### config.mk
export PLATFORM = sky130hd
export DESIGN_NAME = lane_mem_serdes
export DESIGN_NICKNAME = d
export VERILOG_FILES = /design/src/rtl/lane_mem_serdes_pkg.sv /design/src/rtl/lane_load_align.sv /design/src/rtl/lane_mem_serdes.sv
export SDC_FILE = /design/constraint.sdc
export NUM_CORES = 1
export LEC_CHECK = 0
export CELL_PAD_IN_SITES_DETAIL_PLACEMENT = 0
export CELL_PAD_IN_SITES_GLOBAL_PLACEMENT = 1
export CORE_MARGIN = 1
export CORE_UTILIZATION = 27
export DETAILED_ROUTE_END_ITERATION = 10
export GPL_TIMING_DRIVEN = 0
export PLACE_DENSITY_LB_ADDON = 0.08
export SKIP_CTS_REPAIR_TIMING = 1
export SYNTH_ARGS = -nofsm -noshare
export SYNTH_HDL_FRONTEND = slang
export SYNTH_HIERARCHICAL = 1
export SYNTH_SLANG_ARGS = --single-unit
### constraint.sdc
create_clock -name clk -period 2.6 [get_ports clk]
set_clock_uncertainty 0.1 [all_clocks]
set_input_delay 0.52 -clock clk [delete_from_list [all_inputs] [get_ports clk]]
set_output_delay 0.52 -clock clk [all_outputs]
set_load 0.01 [all_outputs]
### src/rtl/lane_mem_serdes_pkg.sv
// Shared constants and types for the lane <-> data-memory serial/parallel bridge.
package lane_mem_serdes_pkg;

   // Lane subword geometry
   localparam int P_NBITS   = 4;
   localparam int C_N_OFF   = 32 / P_NBITS;
   localparam int C_OFFBITS = $clog2(C_N_OFF);

   localparam logic [C_OFFBITS-1:0] C_CNT_LAST = C_OFFBITS'(C_N_OFF - 1);

   // funct3 load/store width encodings
   localparam logic [2:0] F3_B  = 3'b000;
   localparam logic [2:0] F3_H  = 3'b001;
   localparam logic [2:0] F3_W  = 3'b010;
   localparam logic [2:0] F3_BU = 3'b100;
   localparam logic [2:0] F3_HU = 3'b101;

   // Data-memory request length encodings
   localparam logic [1:0] LEN_W = 2'd0;
   localparam logic [1:0] LEN_B = 2'd1;
   localparam logic [1:0] LEN_H = 2'd2;

   typedef enum logic [2:0] {
      S_IDLE,
      S_GATHER,
      S_REQ,
      S_WAIT,
      S_SCATTER
   } state_e;

   // Memory request length for a funct3 access width
   function automatic logic [1:0] dmem_len(input logic [2:0] f3);
      case (f3)
         F3_B, F3_BU: dmem_len = LEN_B;
         F3_H, F3_HU: dmem_len = LEN_H;
         default:     dmem_len = LEN_W;
      endcase
   endfunction

endpackage

### src/rtl/lane_load_align.sv
// Aligns a load response to the byte address and applies sign/zero extension.
module lane_load_align
   import lane_mem_serdes_pkg::*;
(
   input  logic [31:0] resp_data,
   input  logic [1:0]  addr_lo,
   input  logic [2:0]  ld_type,
   output logic [31:0] ld_data
);

   logic [15:0] shifted_lo;

   // Shift the addressed byte/half down to bit 0, then extend per access type
   always_comb begin
      shifted_lo = 16'(resp_data >> {addr_lo, 3'b000});
      ld_data    = resp_data;
      case (ld_type)
         F3_B:    ld_data = {{24{shifted_lo[7]}}, shifted_lo[7:0]};
         F3_BU:   ld_data = {24'b0, shifted_lo[7:0]};
         F3_H:    ld_data = {{16{shifted_lo[15]}}, shifted_lo};
         F3_HU:   ld_data = {16'b0, shifted_lo};
         default: ld_data = resp_data;
      endcase
   end

endmodule

### src/rtl/lane_mem_serdes.sv
// Bridges a 4-bit SIMD lane to the 32-bit data-memory port: gathers store
// nibbles into a word, issues the request, and scatters load data back.
module lane_mem_serdes
   import lane_mem_serdes_pkg::*;
(
   input  logic                 clk,
   input  logic                 reset,
   input  logic                 req_start_Xhl,
   input  logic                 req_is_store_Xhl,
   input  logic [2:0]           req_type_Xhl,
   input  logic [31:0]          req_addr_Xhl,
   input  logic [4:0]           req_rd_Xhl,
   input  logic                 st_nib_val_Xhl,
   input  logic [P_NBITS-1:0]   st_nib_Xhl,
   output logic                 dmemreq_val,
   input  logic                 dmemreq_rdy,
   output logic                 dmemreq_msg_rw,
   output logic [31:0]          dmemreq_msg_addr,
   output logic [1:0]           dmemreq_msg_len,
   output logic [31:0]          dmemreq_msg_data,
   input  logic                 dmemresp_val,
   output logic                 dmemresp_rdy,
   input  logic [31:0]          dmemresp_msg_data,
   output logic                 wb_en_Xhl,
   output logic [4:0]           wb_addr_Xhl,
   output logic [C_OFFBITS-1:0] wb_subword_off_Xhl,
   output logic [P_NBITS-1:0]   wb_data_Xhl,
   output logic                 busy,
   output logic                 done
);

   state_e               state_q, state_d;
   logic [C_OFFBITS-1:0] cnt_q, cnt_d;
   logic                 is_store_q, is_store_d;
   logic [2:0]           type_q, type_d;
   logic [31:0]          addr_q, addr_d;
   logic [4:0]           rd_q, rd_d;
   logic [31:0]          data_q, data_d;
   logic                 done_q, done_d;

   logic [31:0]          ld_data;
   logic [31:0]          st_data;

   lane_load_align u_align (
      .resp_data (dmemresp_msg_data),
      .addr_lo   (addr_q[1:0]),
      .ld_type   (type_q),
      .ld_data   (ld_data)
   );

   // Sub-word stores are placed on their byte lanes; full words go as gathered
   assign st_data = (type_q == F3_W) ? data_q : (data_q << {addr_q[1:0], 3'b000});

   // Next-state sequencing: latch request, gather, handshake, wait, scatter
   always_comb begin
      // NOTE: every variable gets a default here so no path leaves one unassigned and infers a latch.
      state_d    = state_q;
      cnt_d      = cnt_q;
      is_store_d = is_store_q;
      type_d     = type_q;
      addr_d     = addr_q;
      rd_d       = rd_q;
      data_d     = data_q;
      done_d     = 1'b0;
      case (state_q)
         S_IDLE: begin
            if (req_start_Xhl) begin
               is_store_d = req_is_store_Xhl;
               type_d     = req_type_Xhl;
               addr_d     = req_addr_Xhl;
               rd_d       = req_rd_Xhl;
               cnt_d      = '0;
               state_d    = req_is_store_Xhl ? S_GATHER : S_REQ;
            end
         end
         S_GATHER: begin
            if (st_nib_val_Xhl) begin
               data_d[cnt_q*P_NBITS +: P_NBITS] = st_nib_Xhl;
               cnt_d = cnt_q + 1'b1;
               if (cnt_q == C_CNT_LAST) begin
                  cnt_d   = '0;
                  state_d = S_REQ;
               end
            end
         end
         S_REQ: begin
            if (dmemreq_rdy) state_d = S_WAIT;
         end
         S_WAIT: begin
            if (dmemresp_val) begin
               if (is_store_q) begin
                  done_d  = 1'b1;
                  state_d = S_IDLE;
               end else begin
                  data_d  = ld_data;
                  cnt_d   = '0;
                  state_d = S_SCATTER;
               end
            end
         end
         S_SCATTER: begin
            cnt_d = cnt_q + 1'b1;
            // Registered done lines up with the last write-back nibble
            if (cnt_q == C_CNT_LAST - 1'b1) done_d = 1'b1;
            if (cnt_q == C_CNT_LAST) begin
               cnt_d   = '0;
               state_d = S_IDLE;
            end
         end
         default: state_d = S_IDLE;
      endcase
   end

   // State and datapath registers with synchronous reset
   always_ff @(posedge clk) begin
      // NOTE: sequential state uses <= so every flop updates from the same pre-edge values.
      if (reset) begin
         state_q    <= S_IDLE;
         cnt_q      <= '0;
         is_store_q <= 1'b0;
         type_q     <= '0;
         addr_q     <= '0;
         rd_q       <= '0;
         data_q     <= '0;
         done_q     <= 1'b0;
      end else begin
         state_q    <= state_d;
         cnt_q      <= cnt_d;
         is_store_q <= is_store_d;
         type_q     <= type_d;
         addr_q     <= addr_d;
         rd_q       <= rd_d;
         data_q     <= data_d;
         done_q     <= done_d;
      end
   end

   // Outputs decode registered state only; request fields are zero outside REQ
   always_comb begin
      busy               = (state_q != S_IDLE);
      done               = done_q;
      dmemreq_val        = (state_q == S_REQ);
      dmemreq_msg_rw     = dmemreq_val & is_store_q;
      dmemreq_msg_addr   = dmemreq_val ? {addr_q[31:2], 2'b00} : 32'b0;
      dmemreq_msg_len    = dmemreq_val ? dmem_len(type_q) : LEN_W;
      dmemreq_msg_data   = dmemreq_msg_rw ? st_data : 32'b0;
      dmemresp_rdy       = (state_q == S_WAIT);
      wb_en_Xhl          = (state_q == S_SCATTER);
      wb_addr_Xhl        = wb_en_Xhl ? rd_q : 5'b0;
      wb_subword_off_Xhl = wb_en_Xhl ? cnt_q : '0;
      wb_data_Xhl        = wb_en_Xhl ? data_q[cnt_q*P_NBITS +: P_NBITS] : '0;
   end

endmodule
==> impl_metrics.env <==
export IMPL_status="complete, no violations"
export IMPL_numCtsBuffers=9
export IMPL_drv_cap=0
export IMPL_cts_tree="done"
export IMPL_fin_ws_ns=0.0551
export IMPL_dp_hpwl_um=18100
export IMPL_antenna_left=0
export IMPL_num_io_pins=167
export IMPL_syn_to_final_growth_pct=51.3
export IMPL_cellPowerDensity_nw_per_um2=589
export IMPL_cp_required_ns=1.98
export IMPL_timing_final_crit_share_pct=97.9
export IMPL_crit_chain="buf_6 -> nor2_4 -> or2_1 -> clkbuf_4 -> buf_6 -> a211oi_2 -> clkbuf_2"
export IMPL_ff2ff_path_depth=9
export IMPL_coreArea_um2=20200
export IMPL_clk_path_buf_depth=2
export IMPL_dr_pass1_iters=5
export IMPL_synthTopCellsByArea="dfxtp_1 (29%), nand2_1 (10%), a21oi_1 (6.5%)"
export IMPL_slew_violations=0
export IMPL_yosys_register_bits=80
export IMPL_min_path_type="reg -> reg"
export IMPL_netlist_area_um2=5570
export IMPL_viasPerCell=5.30
export IMPL_first_global_vias=6142
export IMPL_place_congestion=0.910
export IMPL_fin_setup_tns_ns=0
export IMPL_fmax_mhz=393
export IMPL_chipHeight_um=146
export IMPL_crit_path_end="dmemreq_msg_data[16]"
export IMPL_layout_min_cycle_time_ns=2.54
export IMPL_dieWidth_um=146
export IMPL_yosysMostFrequentCell="nand2_1"
export IMPL_clock_latency_ns=0.34
export IMPL_start_kind="register"
export IMPL_ys_seq_area_share_pct=28.8
export IMPL_antenna_found_initial=0
export IMPL_overflow=0
export IMPL_critPathBufInv=4
export IMPL_layout_drive_gt1_share_pct=17.2
export IMPL_wl_um=22900
export IMPL_avgSynthCellArea_um2=7.59
export IMPL_end_kind="output port"
export IMPL_cts_root_buf="clkbuf_16"
export IMPL_crit_type="reg -> out"
export IMPL_nets=1020
export IMPL_hold_violations=0
export IMPL_slew_headroom_pct=54.9
export IMPL_grt_max_degree=16
export IMPL_yosys_area_top_type_share_pct=28.8
export IMPL_synthTopCellsByCount="nand2_1 (153), dfxtp_1 (80), a21oi_1 (72)"
export IMPL_synth_flop_cell="dfxtp_1"
export IMPL_synth_largest_area_cell="dfxtp_1"
export IMPL_clkTransAtPathRegs_ns=0.07
export IMPL_ys_types=76
export IMPL_port_buffer_count=163
export IMPL_antenna_cells=0
export IMPL_reg2reg_slack_ns=0.06
export IMPL_crit_fanout=10
export IMPL_htreeDepth=3
export IMPL_critPathMaxStageDelay_ns=0.39
export IMPL_r2r_end="data_q[3]"
export IMPL_via_count=6392
export IMPL_worst_path_most_repeated_cell="buf_6"
export IMPL_leakage_nw=4.05
export IMPL_arrival_ns=1.92
export IMPL_start_util_pct=27.5
export IMPL_max_vdd_ir_drop_v=0.000330
export IMPL_pre_cts_ws_ns=-0.518
export IMPL_setup_violations_final=0
export IMPL_grt_pass1_wl_um=34900
export IMPL_ys_async_sr_fraction_pct=0
export IMPL_cp_depth=7
export IMPL_die_area_um2=21200
export IMPL_critical_path_top_delay_family="buffers and inverters"
export IMPL_slowest_stage="dfxtp_2"
export IMPL_syn_inst=734
export IMPL_clock_sinks=80
export IMPL_grt_total_usage_pct=21.1
export IMPL_drc_errors=0
export IMPL_tightest_slew_ns=0.676
export IMPL_startpoint="addr_q[1]"
export IMPL_synth_edf_count=0
export IMPL_yosysWarnings=6
export IMPL_wire_per_inst_um=19.0
export IMPL_drt_initial_drc_count=360
export IMPL_rows=52
export IMPL_r2r_start="cnt_q[0]"
## layer usage
layer,routed length [µm],global-route usage [%],share of wire (%)
met3,1360,4.51,5.9
met5,0,0,0
met4,561,7.00,2.4
met1,9920,27.1,43
met2,11100,35.2,48
## cell type report
cell class                 count  area (µm²)
buffer                        64         452
clock buffer                   9         225
clock inverter                 7        78.8
fill                        2039       11800
inverter                      24         106
multi-input combinational    565        3700
sequential                    80        1620
tap                          270         338
timing repair buffer         187        1900
## kinds of logic after synthesis
kind of cell / count (synthesis) / share of synthesized area (%)
AO/OA/AOI/OAI: 219 / 27.9
adder cells (fa/ha/maj): 6 / 1.35
buffers and inverters: 90 / 7.66
AND/OR/NAND/NOR: 308 / 26.8
XOR/XNOR: 1 / 0.157
multiplexers: 29 / 7.37
flip-flops: 80 / 28.8
other: 1 / 0.0673
## worst reg2reg max path: stages, from the launching register on
cell and delay (ns):
dfxtp_4 0.36, buf_12 0.10, clkinvlp_4 0.07, ha_2 0.18, ha_1 0.28, buf_6 0.14
or4b_4 0.52, o21a_4 0.27, a2111oi_4 0.29, nor3_1 0.08
## sequential cells by signal (all words and copies together) (netlist names)
| register | count |
|---|---|
| done | 1 |
| state_q | 3 |
| data_q | 32 |
| is_store_q | 1 |
| type_q | 3 |
| rd_q | 5 |
| addr_q | 32 |
| cnt_q | 3 |
## how the worst min path moves through the flow
stage          depth (start not counted)       start          to  slack, ns
2_1_floorplan                          2  addr_q[10]  addr_q[10]       0.33
3_3_place_gp                           2     rd_q[0]     rd_q[0]       0.34
3_5_place_dp                           2  addr_q[11]  addr_q[11]       0.34
4_1_cts                                2  addr_q[11]  addr_q[11]       0.35
5_1_grt                                2  addr_q[11]  addr_q[11]       0.37
6_report                               2  addr_q[11]  addr_q[11]       0.35
## stage by stage
stage / power [mW] / cells / area (µm²) / hold WS (ns) / utilization, %
4_1_cts: 4.73 / 1184 / 7860 / 0.352 / 38.8
3_3_place_gp: 3.40 / 1168 / 7550 / 0.337 / 37.3
5_1_grt: 5.26 / 1206 / 8430 / 0.373 / 41.7
3_5_place_dp: 3.42 / 1168 / 7550 / 0.344 / 37.3
2_1_floorplan: 2.71 / 735 / 5580 / 0.332 / -
6_report: 4.97 / 1206 / 8430 / 0.351 / 41.7
## placed cells by master, fill, tap and decap left out, drive strengths merged, types with 14 or more instances in the layout
cell type      count
a211oi            17
a21oi             73
a221oi            25
a22oi             18
and3              47
buf               62
clkbuf            45
clkdlybuf4s50     98
dfxtp             80
dlymetal6s2s      55
inv               23
mux2i             14
nand2            153
nor2              40
nor3              27
o21ai             23
## power breakdown
| part | leakage, nW | internal (mW) | switching (mW) | total [mW] |
|---|---|---|---|---|
| combinational | 3.25 | 0.904 | 1.28 | 2.18 |
| clock | 0.144 | 0.753 | 0.540 | 1.29 |
| sequential | 0.656 | 1.37 | 0.125 | 1.49 |
| total | 4.05 | 3.02 | 1.94 | 4.97 |
Note: power is estimated with default switching activity, not from simulation.
